File: src/rtl/ofdm_pkg.sv
// Constants shared by the OFDM cyclic-prefix inserter (TX) and remover (RX).
package ofdm_pkg;

  localparam int N_FFT_DEF = 1024;
  localparam int N_CP_DEF  = 32;

  localparam logic [1:0] ST_IDLE = 2'd0;
  localparam logic [1:0] ST_SKIP = 2'd1;
  localparam logic [1:0] ST_PASS = 2'd2;

endpackage

File: src/rtl/cp_remove.sv
// Receive-side cyclic-prefix remover: drops N_CP prefix samples per symbol and
// forwards the N_FFT body samples with fresh sop/eop framing, one clock later.
module cp_remove
  import ofdm_pkg::*;
#(
  parameter int N_FFT = N_FFT_DEF,
  parameter int N_CP  = N_CP_DEF,
  parameter int W     = 16
) (
  input  logic                clk,
  input  logic                rst,
  input  logic                en,
  input  logic                in_valid,
  input  logic                in_sop,
  input  logic signed [W-1:0] in_i,
  input  logic signed [W-1:0] in_q,
  output logic signed [W-1:0] out_i,
  output logic signed [W-1:0] out_q,
  output logic                out_valid,
  output logic                sop_out,
  output logic                eop_out,
  output logic                err_resync
);

  localparam int CW = $clog2(N_CP + N_FFT);

  logic [1:0]          state_q, state_d;
  logic [CW-1:0]       cnt_q, cnt_d;
  logic signed [W-1:0] dataI_q, dataI_d;
  logic signed [W-1:0] dataQ_q, dataQ_d;
  logic                valid_q, valid_d;
  logic                sop_q, sop_d;
  logic                eop_q, eop_d;
  logic                err_q, err_d;

  // A sop on any accepted sample always restarts the symbol; outside IDLE it is a resync.
  always_comb begin
    state_d = state_q;
    cnt_d   = cnt_q;
    dataI_d = dataI_q;
    dataQ_d = dataQ_q;
    valid_d = 1'b0;
    sop_d   = 1'b0;
    eop_d   = 1'b0;
    err_d   = 1'b0;
    if (en && in_valid) begin
      if (in_sop) begin
        err_d = (state_q != ST_IDLE);
        if (N_CP == 1) begin
          state_d = ST_PASS;
          cnt_d   = '0;
        end else begin
          state_d = ST_SKIP;
          cnt_d   = CW'(1);
        end
      end else begin
        case (state_q)
          ST_SKIP: begin
            if (cnt_q == CW'(N_CP - 1)) begin
              state_d = ST_PASS;
              cnt_d   = '0;
            end else begin
              cnt_d = cnt_q + CW'(1);
            end
          end
          ST_PASS: begin
            dataI_d = in_i;
            dataQ_d = in_q;
            valid_d = 1'b1;
            sop_d   = (cnt_q == '0);
            eop_d   = (cnt_q == CW'(N_FFT - 1));
            if (cnt_q == CW'(N_FFT - 1)) begin
              state_d = ST_IDLE;
              cnt_d   = '0;
            end else begin
              cnt_d = cnt_q + CW'(1);
            end
          end
          default: begin
            state_d = ST_IDLE;
            cnt_d   = '0;
          end
        endcase
      end
    end
  end

  always_ff @(posedge clk or negedge rst) begin
    if (!rst) begin
      state_q <= ST_IDLE;
      cnt_q   <= '0;
      dataI_q <= '0;
      dataQ_q <= '0;
      valid_q <= 1'b0;
      sop_q   <= 1'b0;
      eop_q   <= 1'b0;
      err_q   <= 1'b0;
    end else begin
      state_q <= state_d;
      cnt_q   <= cnt_d;
      dataI_q <= dataI_d;
      dataQ_q <= dataQ_d;
      valid_q <= valid_d;
      sop_q   <= sop_d;
      eop_q   <= eop_d;
      err_q   <= err_d;
    end
  end

  assign out_i      = dataI_q;
  assign out_q      = dataQ_q;
  assign out_valid  = valid_q;
  assign sop_out    = sop_q;
  assign eop_out    = eop_q;
  assign err_resync = err_q;

endmodule
File: config.mk
export PLATFORM = sky130hd
export DESIGN_NAME = cp_remove
export DESIGN_NICKNAME = d
export VERILOG_FILES = /design/src/rtl/ofdm_pkg.sv /design/src/rtl/cp_remove.sv
export SDC_FILE = /design/constraint.sdc
export NUM_CORES = 1
export LEC_CHECK = 0
export ABC_CLOCK_PERIOD_IN_PS = 5800
export BUFFER_PORTS_ARGS = -buffer_cell sky130_fd_sc_hd__clkbuf_2
export CORE_ASPECT_RATIO = 2
export CORE_MARGIN = 2
export CORE_UTILIZATION = 50
export CTS_CLUSTER_SIZE = 14
export DETAILED_ROUTE_END_ITERATION = 6
export MAX_ROUTING_LAYER = met4
export PLACE_DENSITY = 0.81
export SETUP_SLACK_MARGIN = 0.2
export SYNTH_ARGS = -nofsm -noshare
export SYNTH_HDL_FRONTEND = slang
export SYNTH_SLANG_ARGS = --single-unit
File: constraint.sdc
create_clock -name clk -period 5.8 [get_ports clk]
set_input_delay 1.16 -clock clk [delete_from_list [all_inputs] [get_ports clk]]
set_output_delay 1.16 -clock clk [all_outputs]
set_load 0.05 [all_outputs]
==> metrics.md <==
| Metric | Value |
|---|---|
| Setup tns final | `0 ps` |
| Synth Instances | `179` |
| Post-CTS Resized | `0` |
| Placed Cells | `298` |
| Register area share after synthesis | `0.5616` |
| Worst rel slew slack | `0.5703` |
| Area growth from synthesis to layout | `22.52%` |
| First DRT Iteration DRCs | `35` |
| VDD IR max | `0.0004671 V` |
| Layout net count | `293` |
| Worst setup EP type | `flop` |
| Die Span X | `50.73 um` |
| CTS root buf | `clkbuf_8` |
| Hpwl dp | `3.265 mm` |
| Leak Pwr | `1.352 nW` |
| First-pass GRT wire length | `7.320 mm` |
| CP dominant cell by count | `nand2_1` |
| Initial Util | `0.5132` |
| Post-synthesis register bit count | `49` |
| Ys flop type | `dfrtp_1` |
| Initial antenna violation count | `0` |
| Largest net degree at the start of global routing | `50` |
| Deepest clock path buffer count | `2` |
| Drt total wl | `4.372 mm` |
| EDFF count, synth | `0` |
| Yosys warns | `0` |
| Row count | `34` |
| WL/cell | `14.29 um` |
| Tightest Pin Transition | `643.0 ps` |
| Critical path cell sequence | `clkbuf_2 -> nand2_1 -> nor2_1 -> nand2_1 -> buf_4 -> mux2_2` |
| IO Port Bufs | `72` |
| Pins Over Slew Limit | `0` |
| Num CTS Buffers | `5` |
| Maximum net fanout on the critical path | `19` |
| Max-capacitance violation count | `0` |
| Vias | `1671` |
| Gr ovfl total | `0` |
| Final worst path period share | `0.4942` |
| Synth Area per Inst | `12.20 um2` |
| Vias/cell | `5.461` |
| # DRC | `0` |
| CP max stage cell | `nand2_1` |
| Layout Cells excl Fill | `306` |
| Critical path's largest stage delay | `520 ps` |
| Startpoint types | `input pin` |
| Finish-stage setup viols | `0` |
| Fillers | `383` |
| Final-report hold violation count | `0` |
| Worst hold-check path type | `reg -> reg` |
| RSZ-0062 raised after global routing | `no` |
| PnR worst setup slack | `2933 ps` |
| Pre-CTS setup slack | `2583 ps` |
| GRT Total Usage | `0.1933` |
| Clk slew on worst S/H paths | `90 ps` |
| Synthesized cell area | `0.002183 mm2` |
| Worst-skew pair later-pin latency | `300 ps` |
| Pwr/cell area | `530.4 mW/mm2` |
| Sink Count | `49` |
| Fmax | `0.3489 GHz` |
| Number of global-route vias before repair | `1657` |
| Syn nets | `221` |
| Clk_skew | `6.183 ps` |
| Min cycle time layout | `2867 ps` |
| Status | `finished, final reports clean` |
| Diode count | `0` |
| Chip height | `97.45 um` |
| TritonCTS clock tree | `yes` |
| H-tree depth | `2` |
| Worst Path Required | `5990 ps` |
| First drt pass iteration count | `4` |
| # Post-CTS Setup Buffers | `0` |
| Hold slack | `511.9 ps` |
| Gpl congestion | `0.8499` |
| Worst Path Arrival | `3050 ps` |
| Crit Path Category | `in -> reg` |
| Die footprint | `0.004943 mm2` |
| Num ports | `73` |
| Core ar. | `0.004254 mm2` |
| Synth cell types | `36` |
| Final ANT Viol Nets | `0` |
| Share of cells above drive strength 1 | `0.4563` |
| Fraction of registers with async set/reset | `1.000` |
| Hold_buf cts | `0` |
==> logic make-up after synthesis <==
family,Yosys count,share of synthesized area
xor+xnor,2,0.008024
buf+inv,19,0.03438
simple gates,46,0.1135
flops,49,0.5616
fa+ha+maj,5,0.02865
compound gates,26,0.08883
mux,32,0.1650
==> power breakdown <==
part           switching (mW)  leakage [nW]  internal (mW)
Sequential             0.0613         0.634          0.456
Combinational           0.521         0.673          0.186
Clock                   0.109        0.0456         0.0860
==> sequential cells by signal, summed over array words and instances, names as in the netlist <==
signal      count
cnt_q          11
eop_out         1
err_resync      1
out_i          16
out_q          16
out_valid       1
sop_out         1
state_q         2
==> routing by layer <==
layer | share of wire | global-route usage | vias to the layer above
met5 | 0 | - | -
met4 | 0.011 | 0.05821 | 0
met3 | 0.072 | 0.03231 | 5
met2 | 0.49 | 0.3158 | 77
met1 | 0.43 | 0.2442 | 796
li1 | - | - | 793
==> final timing paths <==
path                       slack (ps)  depth (start not counted)  startpoint  endpoint
max                              2930                          6          en  out_q[1]
min                               510                          1    out_q[8]  out_q[8]
max reg2reg                      3470                          4    cnt_q[9]  cnt_q[5]
min reg2reg                       510                          1    out_q[8]  out_q[8]
max in group asynchronous        4460                          2         rst  out_q[1]
min in group asynchronous         940                          2         rst  cnt_q[5]
==> through the flow <==
stage                     instance area (um2)  utilization  total power [mW]
after floorplan                          2183            -             1.060
after global placement                   2589       0.6085             1.214
after detailed placement                 2589       0.6085             1.236
after CTS                                2675       0.6288             1.433
after global routing                     2675       0.6288             1.488
final                                    2675       0.6288             1.419
==> Yosys cell counts, types with 2 or more instances <==
master / n / area (um2)
and3_1: 2 / 12.51
o311ai_1: 2 / 17.52
inv_1: 10 / 37.54
clkbuf_1: 6 / 22.52
or4_1: 3 / 22.52
nand2_1: 16 / 60.06
dfrtp_1: 49 / 1226
o221ai_1: 2 / 17.52
ha_1: 5 / 62.56
o41a_1: 2 / 22.52
nand3_1: 5 / 25.02
nor3_1: 4 / 20.02
nand4_1: 2 / 12.51
nor3b_1: 2 / 15.01
mux2_2: 32 / 360.4
o211ai_1: 3 / 22.52
nor2_1: 4 / 15.01
buf_2: 3 / 15.01
nand2b_1: 2 / 12.51
o21ai_0: 6 / 30.03
o2111ai_1: 4 / 35.03
==> placed cells by master (no fill, tap or decap), types with 2 or more instances in the layout <==
master     Yosys  layout
nor3_1         4       4
and3_1         2       2
nand2b_1       2       2
o311ai_1       2       2
o21ai_0        6       6
buf_4          0       2
ha_1           5       5
nand2_1       16      16
dfrtp_1       49      49
inv_1         10      10
nand4_1        2       2
o221ai_1       2       2
o2111ai_1      4       4
o41a_1         2       2
clkbuf_8       0       5
nor3b_1        2       2
o211ai_1       3       3
nor2_1         4       4
mux2_2        32      32
clkbuf_2       0      72
nand3_1        5       5
or4_1          3       3
==> area by class of cell <==
type | count | area, um2 | area share
Clock buffer | 6 | 72.57 | 0.02713
Clock inverter | 2 | 13.76 | 0.005145
Inverter | 10 | 37.54 | 0.01403
Multi-Input combinational cell | 111 | 882.1 | 0.3297
Sequential cell | 49 | 1226 | 0.4584
Tap cell | 54 | 67.56 | 0.02526
Timing Repair Buffer | 74 | 375.4 | 0.1403
==> critical path: cells and delay by family <==
family	cells	cell delay [ps]
buffers and inverters	2	470
muxes	1	370
and+or+nand+nor	3	1040
No activity file was read; power rests on OpenSTA's default activity.
